## config.mk

```make
export PLATFORM = sky130hd
export DESIGN_NAME = riscv_mem_ctrl
export DESIGN_NICKNAME = d
export VERILOG_FILES = /design/src/rtl/riscv_mem_ctrl.sv
export SDC_FILE = /design/constraint.sdc
export NUM_CORES = 1
export LEC_CHECK = 0
export BUFFER_PORTS_ARGS = -buffer_cell sky130_fd_sc_hd__buf_2
export CORE_MARGIN = 3
export CORE_UTILIZATION = 52
export DETAILED_ROUTE_END_ITERATION = 8
export GPL_TIMING_DRIVEN = 0
export PLACE_DENSITY_LB_ADDON = 0.12
export REMOVE_ABC_BUFFERS = 1
export SYNTH_ARGS = -nofsm -noshare
export SYNTH_HDL_FRONTEND = slang
export SYNTH_SLANG_ARGS = --single-unit
```

## constraint.sdc

```tcl
create_clock -name clk -period 4.3 [get_ports clk]
set_input_delay 0 -clock clk [delete_from_list [all_inputs] [get_ports clk]]
set_output_delay 0 -clock clk [all_outputs]
set_load 0.02 [all_outputs]
```

## src/rtl/riscv_mem_ctrl.sv

```systemverilog
// riscv_mem_ctrl: RV32I load/store unit in front of a word-wide, 1024-deep memory.
// Byte addresses become word addresses, and sub-word loads are sign- or zero-extended.
// Sub-word stores are done as read-modify-write.
// Misaligned or illegal accesses complete with err and never touch memory.
module riscv_mem_ctrl #(
    parameter int unsigned READ_LAT = 1
) (
    input  logic        clk,
    input  logic        rst,
    input  logic        req,
    input  logic        we,
    input  logic [2:0]  funct3,
    input  logic [31:0] addr,
    input  logic [31:0] wdata,
    output logic        busy,
    output logic        done,
    output logic        err,
    output logic [31:0] rdata,
    output logic [9:0]  address,
    output logic [31:0] data,
    output logic        rden,
    output logic        wren,
    input  logic [31:0] readout
);

    typedef enum logic [1:0] {IDLE, RD, WR, DONE} state_t;

    state_t      state, state_nxt;
    logic [2:0]  cnt;
    logic        we_q;
    logic [2:0]  f3_q;
    logic [1:0]  off_q;
    logic [31:0] wdata_q;
    logic [31:0] word_q;
    logic        err_q;
    logic        legal, misaligned, bad, rd_last;
    logic [7:0]  byte_sel;
    logic [15:0] half_sel;
    logic [31:0] load_ext;
    logic [31:0] merged;
    logic        unused_addr_hi;

    assign unused_addr_hi = ^addr[31:12];

    // Legality and alignment of the incoming request
    always_comb begin
        if (we)
            legal = (funct3 == 3'b000) || (funct3 == 3'b001) || (funct3 == 3'b010);
        else
            legal = (funct3 == 3'b000) || (funct3 == 3'b001) || (funct3 == 3'b010) ||
                    (funct3 == 3'b100) || (funct3 == 3'b101);
        misaligned = ((funct3[1:0] == 2'b01) && addr[0]) ||
                     ((funct3[1:0] == 2'b10) && (addr[1:0] != 2'b00));
        bad = !legal || misaligned;
    end

    assign rd_last = (cnt == 3'(READ_LAT - 1));

    // State register
    always_ff @(posedge clk or posedge rst) begin
        if (rst) state <= IDLE;
        else     state <= state_nxt;
    end

    // Next-state logic
    always_comb begin
        state_nxt = state;
        case (state)
            IDLE: if (req) begin
                if (bad)                          state_nxt = DONE;
                else if (we && funct3 == 3'b010)  state_nxt = WR;
                else                              state_nxt = RD;
            end
            RD:   if (rd_last) state_nxt = we_q ? WR : DONE;
            WR:   state_nxt = DONE;
            DONE: state_nxt = IDLE;
            default: state_nxt = IDLE;
        endcase
    end

    // Request latch, read-latency counter, captured word and load result
    always_ff @(posedge clk or posedge rst) begin
        if (rst) begin
            cnt     <= '0;
            we_q    <= 1'b0;
            f3_q    <= '0;
            off_q   <= '0;
            address <= '0;
            wdata_q <= '0;
            word_q  <= '0;
            err_q   <= 1'b0;
            rdata   <= '0;
        end else begin
            if (state == IDLE && req) begin
                we_q    <= we;
                f3_q    <= funct3;
                off_q   <= addr[1:0];
                address <= addr[11:2];
                wdata_q <= wdata;
                err_q   <= bad;
            end
            if (state == RD) begin
                cnt <= rd_last ? '0 : cnt + 3'd1;
                if (rd_last) begin
                    word_q <= readout;
                    if (!we_q) rdata <= load_ext;
                end
            end else begin
                cnt <= '0;
            end
        end
    end

    // Lane selection and extension of the memory word for loads
    always_comb begin
        case (off_q)
            2'd0:    byte_sel = readout[7:0];
            2'd1:    byte_sel = readout[15:8];
            2'd2:    byte_sel = readout[23:16];
            default: byte_sel = readout[31:24];
        endcase
        half_sel = off_q[1] ? readout[31:16] : readout[15:0];
        case (f3_q)
            3'b000:  load_ext = {{24{byte_sel[7]}}, byte_sel};
            3'b001:  load_ext = {{16{half_sel[15]}}, half_sel};
            3'b100:  load_ext = {24'd0, byte_sel};
            3'b101:  load_ext = {16'd0, half_sel};
            default: load_ext = readout;
        endcase
    end

    // Store data: SW passes wdata through, SB/SH replace one lane of the captured word
    always_comb begin
        merged = word_q;
        case (f3_q[1:0])
            2'b00: case (off_q)
                2'd0:    merged[7:0]   = wdata_q[7:0];
                2'd1:    merged[15:8]  = wdata_q[7:0];
                2'd2:    merged[23:16] = wdata_q[7:0];
                default: merged[31:24] = wdata_q[7:0];
            endcase
            2'b01: if (off_q[1]) merged[31:16] = wdata_q[15:0];
                   else          merged[15:0]  = wdata_q[15:0];
            default: merged = wdata_q;
        endcase
    end

    // Outputs decoded from state so reset drops them without a clock edge
    always_comb begin
        busy = (state != IDLE);
        rden = (state == RD);
        wren = (state == WR);
        done = (state == DONE);
        err  = (state == DONE) && err_q;
        data = (state == WR) ? merged : '0;
    end

endmodule
```

==> impl_results.md <==
- RSZ-0062 raised after global routing: false
- Most frequent cells in the layout: buf_2, dfrtp_1, mux2_2
- Yosys warning total: 0
- GPL Wtd Cong: 0.7746
- H-tree Lvls: 4
- Layout fillers: 817
- Hold Path Class: primary input to flip-flop
- Leakage Power: 3.936 nW
- Worst-path clk slew: 0.05 ns
- CTS Root Cell: clkbuf_16
- Most common cell after layout, fill and taps aside: buf_2
- Antenna cells: 0
- Final-report hold violation count: 0
- Pre-CTS setup slack: 1.588 ns
- Synthesized flop and latch total: 118
- Starting Density: 0.5401
- Placed Instances: 803
- Vias: 5289
- Max-cap violation count: 0
- Sequential share of the synthesized area: 0.4708
- Worst Skew: 0.006949 ns
- Post-DRT Antenna Nets: 0
- WL final: 18530 um
- Die X-Extent: 115.8 um
- Num ports: 182
- Die Ht: 115.8 um
- Initial DRC Count: 459
- Port bufs: 161
- Clock period minus final worst setup slack: 3.172 ns
- WL per Instance: 20.29 um
- CTS tree: built
- Placed inst area: 0.007167 mm2
- Worst hold margin: 0.08826 ns
- Standard-cell rows: 39
- Data arrival, critical path: 3.17 ns
- Global-route wire length before repair: 29150 um
- Num CTS Buffers: 17
- Final Core Density: 0.7346
- Fmax achieved: 315.3 MHz
- # setup viols final: 0
- Vias in the first global route: 5607
- Final Max Tran Viols: 0
- Peak VDD IR: 0.4832 mV
- Final HPWL DP: 11540 um
- Synthesized area: 0.006272 mm2
- Netlist cell types: 46
- Critical path launch point type: flip-flop
- Relative slew slack: 0.1164
- Core Region: 0.01161 mm2
- Largest net degree at the start of global routing: 62
- Setup bufs post-CTS: 0
- Outcome: finished, final reports clean
- Critical path type: flip-flop to output pin
- Gr usage total: 0.2871
- Slew @ Worst Pin: 1.325 ns
- Final Non-Filler Cells: 913
- Share of cells above drive strength 1: 0.4299
- Initial antenna violation count: 0
- Clk Latency, worst-skew pair: 0.41 ns
- Via density: 5.793
- Cell Pwr Density: 815.3 mW/mm2
- CP required: 4.30 ns
- Final period util: 0.7376
- Crit end category: output pin
- Total power: 6.956 mW
- Clock sink count: 118
- DR DRC count: 0
- Post-route cell area: 0.008532 mm2
- Mapped Cells: 531
- Die area: 0.01342 mm2
- Area grow syn2layout: 36.03%
- Longest Clk Path Bufs: 2
- Mean post-synth cell area: 11.81 um2
- Final net count: 870
- DRT Pass-1 Iters: 6
- Setup TNS: 0 ns
- Final WS setup: 1.128 ns
- Max Fanout on Critical Path: 29
- Grt total ovfl: 0
-- power by group --
part           switching (mW)  leakage, nW  total (mW)  internal (mW)
sequential              0.498         1.40        2.17           1.67
combinational            1.86         2.26        3.48           1.62
clock                   0.461        0.280        1.31          0.845
-- cells in the mapped netlist, drive strengths merged --
cell | count | area [um2]
a21o | 1 | 7.510
o21a | 4 | 30.03
mux2i | 15 | 150.1
mux2 | 122 | 1415
nand3b | 4 | 30.03
and4bb | 1 | 12.51
nor4 | 3 | 40.04
and2 | 2 | 12.51
or3 | 8 | 50.05
a221oi | 2 | 17.52
a222oi | 19 | 190.2
a221o | 1 | 10.01
nand4bb | 1 | 27.53
inv | 10 | 37.54
nand2 | 33 | 131.4
nor3 | 2 | 10.01
a22o | 3 | 26.28
a31oi | 3 | 18.77
buf | 30 | 191.4
a2bb2oi | 1 | 8.760
o2111ai | 1 | 26.28
o41ai | 1 | 8.760
nor2 | 8 | 40.04
nand3 | 33 | 165.2
ha | 7 | 87.58
o22ai | 16 | 100.1
nand2b | 9 | 63.81
nor2b | 33 | 206.5
o21ai | 13 | 65.06
dfrtp | 118 | 2953
and3 | 1 | 6.260
a21oi | 19 | 106.4
clkbuf | 7 | 26.28
-- sequential cells by signal, summed over array words and instances (netlist names), 2 cells and up --
| signal | flops |
|---|---|
| address | 10 |
| cnt | 3 |
| wdata_q | 32 |
| rdata | 32 |
| state | 2 |
| f3_q | 3 |
| off_q | 2 |
| word_q | 32 |
-- cell families (layout without fill, tap and decap cells) --
family	count (synthesis)	after routing	synth area share
fa+ha+maj	7	7	0.01396
simple gates	138	138	0.1269
mux	137	137	0.2496
compound gates	84	84	0.09815
buf+inv	47	286	0.04070
flops	118	118	0.4708
-- final cells by class --
type / count / area [um2] / area share
sequential: 118 / 2955 / 0.3464
tap: 143 / 178.9 / 0.02097
timing repair buffer: 247 / 1732 / 0.2030
clock buffer: 26 / 539.3 / 0.06321
multi-input combinational: 366 / 3069 / 0.3597
inverter: 10 / 42.54 / 0.004986
clock inverter: 3 / 15.01 / 0.001760
-- layer usage --
metal / routed length [um] / share of wire / vias to the layer above / GRT usage
li1: - / - / 2410 / -
met3: 1383 / 0.075 / 35 / 0.08930
met4: 415 / 0.022 / 0 / 0.09126
met5: 0 / 0 / - / 0
met2: 9204 / 0.50 / 240 / 0.4914
met1: 7526 / 0.41 / 2604 / 0.3473
-- worst max-delay path, cell delays in order, from the launching register on --
cell      delay (ns)
dfrtp_2         0.59
buf_12          0.27
nor2b_1         0.97
mux2_2          0.42
a222oi_1        0.25
nor2b_1         0.08
buf_2           0.17
-- repair_timing --
item / 4_1_cts / 5_1_grt
hold buffers: 81 / 0
hold endpoints to repair: 165 / 0
gates resized for setup: 0 / 0
setup endpoints to repair: 0 / 0
-- path summary, 6_finish.rpt --
kind                                            from  slack [ns]                      end  cells past startpoint
min in group asynchronous                        rst        0.19   address[9]$_DFFE_PP0P_                      3
worst min register to register      cnt[0]$_DFF_PP0_        0.47         cnt[0]$_DFF_PP0_                      1
worst max register to register  state[1]$_DFFE_PP0P_        1.77    rdata[29]$_DFFE_PP0P_                      6
worst min-delay path                             req        0.09     state[0]$_DFFE_PP0P_                      3
worst max-delay path            off_q[1]$_DFFE_PP0P_        1.13                 data[17]                      6
max in group asynchronous                        rst        3.42  wdata_q[20]$_DFFE_PP0P_                      4
No activity file was read; power rests on OpenSTA's default activity.
